===== src/rtl/bsh_arb.sv =====
// bsh_arb: round-robin arbiter and two-stage pipeline sharing one 32-bit
// rotator (bsh_32) between two requesters.
//
// Optional feature macro: BSH_ARB_STATS_EN adds per-requester saturating
// grant counters (parameter CNT_W, ports grant_cnt0/grant_cnt1).
//
// Ports:
//   clk, rst_n              clock, asynchronous active-low reset
//   req_valid[1:0]          per-requester operation pending
//   req_ready[1:0]          per-requester accept (combinational, one-hot or 0)
//   req_data0/1[31:0]       operand word per requester
//   req_dir[1:0]            0 = rotate left, 1 = rotate right
//   req_sh0/1[4:0]          rotate amount
//   out_valid/out_ready     result handshake
//   out_data[31:0]          rotated word
//   out_id                  requester that issued the result
//   grant_cnt0/1[CNT_W-1:0] grant counters (BSH_ARB_STATS_EN only)

// Combinational 32-bit rotator.
module bsh_32 (
    input  logic [31:0] d,
    input  logic        dir,
    input  logic [4:0]  sh,
    output logic [31:0] y
);
    logic [63:0] dd;

    always_comb begin
        dd = {d, d};
        if (dir) begin
            y = 32'(dd >> sh);
        end else begin
            y = 32'((dd << sh) >> 32);
        end
    end
endmodule



===== config.mk =====
export PLATFORM = sky130hd
export DESIGN_NAME = bsh_32
export DESIGN_NICKNAME = d
export VERILOG_FILES = /design/src/rtl/bsh_arb.sv
export SDC_FILE = /design/constraint.sdc
export NUM_CORES = 1
export LEC_CHECK = 0
export BUFFER_PORTS_ARGS = -buffer_cell sky130_fd_sc_hd__buf_2
export CORE_ASPECT_RATIO = 1.75
export CORE_MARGIN = 5
export CORE_UTILIZATION = 54
export DETAILED_ROUTE_END_ITERATION = 8
export PLACE_DENSITY = 0.79
export SLEW_MARGIN = 20
export SYNTH_ARGS = -nofsm -noshare
export SYNTH_HDL_FRONTEND = slang
export SYNTH_SLANG_ARGS = --single-unit
export TNS_END_PERCENT = 50

===== constraint.sdc =====
create_clock -name vclk -period 2.2
set_input_delay 0.33 -clock vclk [all_inputs]
set_output_delay 0.33 -clock vclk [all_outputs]
set_load 0.05 [all_outputs]

==> results, run 1 <==
- The first error in the log reads "[ERROR DPL-0038] Utilization greater than 100%, impossible to legalize".
- The post-synthesis instance total is 505.
- The run stopped with a tool error.
- The netlist uses 42 different library cells.
- In this run, post-CTS hold repair placed 0 buffers.
- The warning count from the yosys run is 0.
- The last stage reached is 4_1_cts.
- The sequential fraction of the synthesis area is 0%.
- The post-synth net total is 543.
- Routability-driven placement finished with a final weighted congestion of 1.19.
- The die is 123 um tall.
- In the post-synthesis netlist, the cell with the most instances is sky130_fd_sc_hd__nor3_1.
- The effective utilization at floorplan is 54.9%.
- In this run the post-CTS setup repair buffer count came out at 10.
- The commonest cells after synthesis are sky130_fd_sc_hd__nor3_1, sky130_fd_sc_hd__nor2_1, sky130_fd_sc_hd__nor4_1.
- The post-synthesis cell type with the largest combined area is sky130_fd_sc_hd__mux4_2.
- Sorting the synthesized cells by area gives the leading types as sky130_fd_sc_hd__mux4_2, sky130_fd_sc_hd__nor3_1, sky130_fd_sc_hd__mux2i_1.
- The I/O pin count is 70.
- The post-cts resize count is 256.
- The per-instance average area after synthesis is 7.75 um2.
- The total number of placement rows is 41.
- Summed over its instances, the top area cell type makes up 21.9% of the synthesized netlist area.
- The wire-length estimate of the detail-placed layout is 19.0 mm.
- The x dimension of the die is 74.4 um.
- After synthesis the cells add up to 0.00392 mm2.
- The number of port buffers is 70.
==> logic make-up after synthesis <==
kind of cell | Yosys count | synth area share, %
buffers and inverters | 51 | 7.44
AND/OR/NAND/NOR | 291 | 39.6
AO/OA/AOI/OAI | 57 | 11.9
multiplexers | 106 | 41.1
==> through the flow <==
stage	util (%)	instances	hold slack, ns	instance area (um2)	setup WS [ns]
2_1_floorplan	-	505	0.963	4540	-0.343
3_3_place_gp	90.9	824	1.29	6480	-0.542
3_5_place_dp	90.9	824	1.29	6480	-0.669
==> run 2, diff against run 1 <==
Settings changed: CORE_ASPECT_RATIO 1.75 to not set, CORE_UTILIZATION 54 to 40, PLACE_DENSITY 0.79 to not set, PLACE_DENSITY_LB_ADDON set to 0.15.
Clock period 2.2 ns to 2.86 ns, I/O delays scaled along.
==> results, run 2 <==
- The path class of the tightest hold or removal check is in2out.
- After Yosys synthesis, and, or, nand and nor cells account for 39.6% of the synthesized area.
- After synthesis the cells add up to 0.00392 mm2.
- In the synthesized netlist, the number of instances is 505.
- Summed over all layers, the global routing overflow is 0.
- For this run, design rule violations remaining after detail routing come to 0.
- The area of the die is 0.0119 mm2.
- The post-layout net count is 744.
- The via count of the first global-routing pass is 5524.
- The critical setup path kind is in2out.
- The multi-input logic area is 0.00429 mm2.
- For this design the top-level I/O count stands at 70.
- In this run the worst path has a maximum fanout of 8.
- The number of antenna diodes in the final layout is 0.
- The worst relative slew slack is 56.9%.
- Internal power comes to 0.000730 W.
- The effective utilization at floorplan is 40.6%.
- The design draws 0.00174 W.
- The count of final max-slew check failures came to 0.
- For hold timing, the worst endpoint is y[25].
- The number of port buffers is 70.
- The commonest cells after synthesis are sky130_fd_sc_hd__nor3_1, sky130_fd_sc_hd__nor2_1, sky130_fd_sc_hd__nor4_1.
- The number of inserted filler cells in the final layout is 888.
- Summing the areas of all compound-gate instances in the mapped netlist gives 11.9% of the synthesized area.
- Dividing the detail-routed via count by the number of cells gives 6.79.
- Entering global routing, the biggest net connects 37 pins.
- A synthesized cell averages 7.75 um2.
- Summing over every cut layer, the via total after detailed routing is 5681.
- The pre-antenna-repair detailed-routing pass consisted of 5 iterations.
- From left edge to right edge, the die measures 109 um.
- The total number of placement rows is 36.
- Power spread over the standard cell area amounts to 271 mW/mm2.
- The final hold violation count is 0.
- The number of different library cells used by synthesis comes to 42.
- Setup repair after global routing could not meet its margin everywhere.
- The fmax is 0.349 GHz.
- Of the post-synthesis cell area, the part taken by muxes is 41.1%.
- The clock tree buffer count of the final layout is 0.
- After synthesis, flip-flops and latches occupy 0% of the total area.
- The number of nets in the synthesized netlist is 543.
- The synthesized netlist devotes 0% of its cell area to adder and majority cells.
- The initial antenna violation count is 0.
- The pin slew with the least headroom to its limit is 0.643 ns.
- The library cell used most frequently in the layout, excluding fill and tap cells, is sky130_fd_sc_hd__buf_4.
- The detailed router's first-iteration violation count is 608.
- Ranked by total cell area, the synthesized netlist is headed by sky130_fd_sc_hd__mux4_2, sky130_fd_sc_hd__nor3_1, sky130_fd_sc_hd__mux2i_1.
- The worst hold path cell count is 3.
- The total setup violations reported at the end of the flow is 1.
- The final critical-path setup slack is -0.00359 ns.
- The startpoint class of the critical path is an input pin.
- The layout-stage area growth over the synthesis result is 63.9%.
- The clock network burns 0% of the power.
- The final critical-path required period is 2.86 ns.
- Summing the areas of all xor and xnor instances in the mapped netlist gives 0% of the synthesized area.
- The worst hold path begins at sh[2].
- The flip-flop and latch area is 0 um2.
- The die is 109 um tall.
- The wire length reported by the detailed router is 21.2 mm.
- The global-route wire length before repair is 31.6 mm.
- The share of total power dissipated in combinational logic is 100.0%.
- The largest family of logic cells by synthesized area is multiplexers.
- After detailed routing, the average wire length per cell comes to 25.3 um.
- The number of sequential cells is 0.
- The worst setup path is captured at an output port.
- After synthesis, the largest area contributor takes up 21.9% of total cell area.
- IR analysis of the VDD net gives a maximum drop of 0.000152 V.
- In the final layout, the share of cells above drive strength 1 is 60.1%.
- For this design the total switching power over the nets is 0.00101 W.
- The run finished, with violations left.
- Of all cell types, the one taking the most synthesized area is sky130_fd_sc_hd__mux4_2.
- The checks that failed: setup timing.
- After floorplanning, the core was sized to cover 0.00964 mm2.
- Across every metal layer, demand over resource in global routing totals 35.3%.
- Data on the critical path arrives at its endpoint at 2.43 ns.
- The final critical path takes up 100% of the cycle.
- The most common cell in the synthesized netlist is sky130_fd_sc_hd__nor3_1.
- The detail route stage leaves a number of antenna-violating nets equal to 0.
- At the worst endpoint, the required time is 2.43 ns.
- The top cell types in the final layout, fill and taps aside, are sky130_fd_sc_hd__buf_4, sky130_fd_sc_hd__nor3_1, sky130_fd_sc_hd__buf_2.
- The total half-perimeter wirelength after legalization and detailed placement is 16.8 mm.
- The congestion estimate from routability-driven global placement came to 1.15.
- After clock tree synthesis, the flow added hold-fix buffers numbering 0.
- The total leakage power is 2.54 nW.
- The number of max-cap violations is 0.
- Per report_power, the sequential group accounts for 0% of the total.
- The pre-CTS setup slack is -0.257 ns.
- During synthesis, Yosys emitted a total of 0 warnings.
- The switching part of the total is 58.0%.
==> run 2: cell counts after synthesis <==
Identical to the previous run, type by type.
==> run 2: through the flow <==
stage          util (%)  instances  setup TNS [ns]  area [um2]  hold WS (ns)
6_report           66.6        837        -0.00359        6420          1.40
3_5_place_dp       59.3        825           -3.09        5720          1.50
5_1_grt            66.6        837          -0.192        6420          1.42
3_3_place_gp       59.3        825           -2.88        5720          1.50
2_1_floorplan         -        505           -4.86        4120          1.16
4_1_cts            62.6        828          -0.134        6030          1.42
==> run 2: power groups by stage <==
stage	Clock (W)	Combinational, W	Sequential [W]
6_report	0	0.00174	0
5_1_grt	0	0.00181	0
4_1_cts	0	0.00161	0
3_5_place_dp	0	0.00153	0
2_1_floorplan	0	0.000951	0
3_3_place_gp	0	0.00152	0
==> run 2: area by class of cell <==
cell class                      instances  share of cell area (%)
Timing Repair Buffer                  249                    30.5
Tap cell                              133                    2.59
Inverter                                1                  0.0585
Multi-Input combinational cell        454                    66.9
==> run 2: critical path: stages <==
cell and delay, ns:
sky130_fd_sc_hd__buf_8 0.11, sky130_fd_sc_hd__buf_12 0.13, sky130_fd_sc_hd__buf_12 0.14, sky130_fd_sc_hd__and2b_1 0.19
sky130_fd_sc_hd__a22oi_1 0.21, sky130_fd_sc_hd__buf_4 0.20, sky130_fd_sc_hd__nor4b_1 0.26, sky130_fd_sc_hd__buf_4 0.18
sky130_fd_sc_hd__nor3_1 0.05, sky130_fd_sc_hd__nor3_2 0.22, sky130_fd_sc_hd__buf_2 0.30
==> run 2: worst max-delay path by stage <==
stage,to,from,depth (start not counted)
6_report,y[24],sh[1],11
2_1_floorplan,y[8],sh[3],9
3_3_place_gp,y[25],sh[1],8
3_5_place_dp,y[31],sh[3],9
4_1_cts,y[25],sh[1],8
5_1_grt,y[6],sh[3],11
==> run 2: kinds of logic after synthesis <==
kind of cell,Yosys count
simple gates,291
mux,106
compound gates,57
buf+inv,51
==> run 2: metal layers <==
metal	wire length [um]	vias to the layer above	share of wire (%)	track usage, %
met5	0	-	0	0
met2	9670	419	46	57.7
met3	2020	93	9.5	3.73
met4	1190	0	5.6	14.2
met1	8300	2696	39	47.5
li1	-	2473	-	-
==> run 2: timing repair <==
| action | CTS | global route |
|---|---|---|
| setup buffers | 3 | 9 |
| endpoints found under the setup margin | 26 | 30 |
| pin swaps | 4 | 6 |
| resized for setup | 67 | 80 |
(Power assumes the default switching activity.)
==> run 3, diff against run 2 <==
Settings changed: CORE_UTILIZATION 40 to 55.
Clock period 2.86 ns to 3.32 ns, I/O delays scaled along.
==> results, run 3 (synthesized netlist as in run 2, its figures left out) <==
- The final hold violation count is 0.
- Setup repair after global routing could not meet its margin everywhere.
- Once the floorplan was initialized, standard cells occupied 57.0% of the core.
- The number of optimization iterations in the first detailed-route pass is 6.
- The number of inserted filler cells in the final layout is 600.
- In this run the power density over the cells is 247 mW/mm2.
- The switching part of the total is 64.9%.
- The run finished with clean final reports.
- The post-route netlist has 38.6% of its cells at a drive strength greater than 1.
- STA classifies the critical path startpoint as an input pin.
- Summed over all layers, the global routing overflow is 0.
- The routability congestion estimate from global placement is 1.12.
- The fmax is 0.302 GHz.
- The number of sequential cells is 0.
- The count of final max-slew check failures came to 0.
- The multi-input combinational cells in the finished layout cover a total of 0.00375 mm2.
- For this run, the post-layout net count is 621.
- The worst-path maximum fanout is 31.
- The routed wirelength normalized by instance count is 26.1 um.
- For the finished layout, the period the worst path requires is 3.31 ns.
- Entering global routing, the biggest net connects 60 pins.
- For the pin with the worst max-slew slack, the measured transition is 1.01 ns.
- The detailed router's first-iteration violation count is 771.
- The detailed-route via count is 5307.
- The worst setup path is captured at an output port.
- Of the total power, combinational logic draws 100.0%.
- In the finished design, the share of the clock period the worst path needs comes to 99.6%.
- The number of diodes is 0.
- The worst relative slew slack is 32.2%.
- On the final layout, the worst hold slack is 1.64 ns.
- The die covers 0.00891 mm2.
- After detailed routing, the total wire length is 17.6 mm.
- The critical hold path startpoint is sh[2].
- The internal cell power is 0.000409 W.
- The sequential power share is 0%.
- The number of port buffers is 70.
- For this run, design rule violations remaining after detail routing come to 0.
- The flip-flop and latch area is 0 um2.
- The area growth from synthesis to layout is 20.3%.
- The min-delay analysis places its worst path in the category in2out.
- The total setup violations reported at the end of the flow is 0.
- In this run the power spent charging and discharging nets is 0.000755 W.
- The total leakage power is 1.73 nW.
- The post-layout utilization of the core is 68.6%.
- The x dimension of the die is 94.4 um.
- The final critical-path setup slack is 0.0125 ns.
- The clock tree buffer count of the final layout is 0.
- The number of max-cap violations is 0.
- The initial antenna violation count was 0.
- Data arrives at the worst endpoint at 2.81 ns.
- The worst hold path cell count is 3.
- The floorplan core area is 0.00687 mm2.
- The vertical die dimension is 94.4 um.
- The critical path is of the in2out type.
- Across the VDD grid, the largest voltage drop is 0.000147 V.
- The end point of the worst hold path is y[28].
- The pre-CTS setup slack is 0.0532 ns.
- Detailed placement ended at an HPWL of 13.8 mm.
- The library cell used most frequently in the layout, excluding fill and tap cells, is sky130_fd_sc_hd__nor3_1.
- The I/O pin count is 70.
- The portion of total power attributed to the clock network is 0%.
- Once detail routing completed, the nets flagged for antenna violations numbered 0.
- Row generation in the floorplan step produced 30 rows.
- At the worst endpoint, the required time is 2.82 ns.
- The global-route wire length before repair is 27.3 mm.
- Dividing the detail-routed via count by the number of cells gives 7.84.
- Buffers inserted to repair hold after CTS numbered 0.
- The via count of the first global-routing pass was 4778.
- The total global routing track utilization is 39.8%.
- The library cells used most frequently in the layout, excluding fill and tap cells, are sky130_fd_sc_hd__nor3_1, sky130_fd_sc_hd__buf_2, sky130_fd_sc_hd__nor2_1.
==> run 3: through the flow <==
stage                     std cells  setup TNS (ns)  cell area (um2)  power, W
after detailed placement        677               0             4650   0.00111
final                           677               0             4710   0.00116
after global routing            677         -0.0520             4710   0.00122
after CTS                       677               0             4650   0.00112
after floorplan                 505           -1.53             3990  0.000785
after global placement          677               0             4650   0.00110
==> run 3: worst max-delay path by stage <==
stage	end	depth (start not counted)	from
3_3_place_gp	y[8]	9	dir
4_1_cts	y[8]	9	dir
5_1_grt	y[12]	8	sh[3]
2_1_floorplan	y[27]	8	sh[3]
3_5_place_dp	y[8]	9	dir
6_report	y[12]	8	sh[3]
==> run 3: layer usage <==
layer / global-route usage, % / part of all wire (%) / vias to the layer above
met2: 60.8 / 43 / 516
met1: 54.1 / 37 / 2445
met5: 0 / 0 / -
met3: 10.0 / 14 / 107
met4: 14.8 / 5.3 / 0
li1: - / - / 2239
==> run 3: layout make-up <==
cell class	count	area share (%)
timing repair buffer	126	17.8
inverter	1	0.0797
tap	96	2.55
multi-input combinational	454	79.6
==> run 3: power groups by stage <==
| stage | Sequential [W] | Combinational [W] | Clock, W |
|---|---|---|---|
| after floorplan | 0 | 0.000785 | 0 |
| after global placement | 0 | 0.00110 | 0 |
| after detailed placement | 0 | 0.00111 | 0 |
| after CTS | 0 | 0.00112 | 0 |
| after global routing | 0 | 0.00122 | 0 |
| final | 0 | 0.00116 | 0 |
==> run 3: repair_timing <==
| item | CTS | global route |
|---|---|---|
| buffers inserted | 0 | 0 |
| setup endpoints to repair | 0 | 13 |
| gates resized for setup | 0 | 11 |
==> run 3: critical path: stages <==
cell                        delay, ns
sky130_fd_sc_hd__buf_4           0.29
sky130_fd_sc_hd__buf_12          0.24
sky130_fd_sc_hd__mux2i_1         0.44
sky130_fd_sc_hd__nor2_1          0.07
sky130_fd_sc_hd__a2111oi_1       0.45
sky130_fd_sc_hd__a221oi_2        0.10
sky130_fd_sc_hd__mux4_2          0.47
sky130_fd_sc_hd__buf_2           0.23
==> run 4, diff against run 3 <==
--- a/config.mk
+++ b/config.mk
@@ -11,4 +11,5 @@
 export DETAILED_ROUTE_END_ITERATION = 8
 export PLACE_DENSITY_LB_ADDON = 0.15
+export SETUP_SLACK_MARGIN = 0.3
 export SLEW_MARGIN = 20
 export SYNTH_ARGS = -nofsm -noshare
==> constraint.sdc (replaced) <==
create_clock -name vclk -period 3.32
set_input_delay 0.664 -clock vclk [all_inputs]
set_output_delay 0.664 -clock vclk [all_outputs]
set_load 0.05 [all_outputs]
==> results, run 4 <==
- Buffers placed on the I/O ports in this run total 70.
- The instance count after placement with tap cells included is 768.
- The post-synthesis cell type with the largest combined area is sky130_fd_sc_hd__mux4_2.
- The multiplexer share of the synthesized area is 41.1%.
- The adder-cell share of the synthesized area is 0%.
- Yosys attributes the largest share of cell area to sky130_fd_sc_hd__mux4_2, sky130_fd_sc_hd__nor3_1, sky130_fd_sc_hd__mux2i_1.
- The post-synthesis compound-gate area fraction is 11.9%.
- Of the synthesized area, sequential elements account for 0%.
- The number of hold buffers added after CTS was 0.
- After synthesis, the largest family of logic cells by area is multiplexers.
- The Yosys step of the flow raised 0 warnings.
- In this run the horizontal extent of the chip is 94.4 um.
- The cell area after technology mapping is 0.00392 mm2.
- The simple-gate portion of the synthesized area is 39.6%.
- The post-cts resize count is 248.
- The xor-xnor portion of the synthesized cell area is 0%.
- The run stopped with a tool error.
- Routability-driven placement finished with a final weighted congestion of 1.15.
- The total half-perimeter wirelength after legalization and detailed placement is 15.3 mm.
- The effective utilization at floorplan is 57.0%.
- The distinct cell type count of the synthesized netlist is 42.
- The portion of synthesized cell area occupied by the leading cell type is 21.9%.
- The floorplan step set the die height to 94.4 um.
- The tool reported: "[ERROR DPL-0038] Utilization greater than 100%, impossible to legalize".
- The post-synthesis instance total is 505.
- In this run the mean area of a mapped cell was 7.75 um2.
- The I/O pin count is 70.
- The total number of placement rows is 30.
- By instance count, the leading cell after synthesis is sky130_fd_sc_hd__nor3_1.
- Once placement finished, the instance area stood at 0.00593 mm2.
- In the synthesized netlist, the cells that appear most often are sky130_fd_sc_hd__nor3_1, sky130_fd_sc_hd__nor2_1, sky130_fd_sc_hd__nor4_1.
- The number of nets in the synthesized netlist is 543.
- The number of post-CTS setup repair buffers is 20.
- The flow stopped in 4_1_cts.
-- run 4: cell counts after synthesis --
Identical to the previous run, type by type.
-- run 4: per-stage QoR --
stage | setup TNS [ns] | setup slack [ns]
2_1_floorplan | 0 | 0.109
3_3_place_gp | -1.02 | -0.117
3_5_place_dp | -2.90 | -0.182
-- run 4: cell families after synthesis --
logic type / Yosys count
simple gates: 291
mux: 106
compound gates: 57
buf+inv: 51
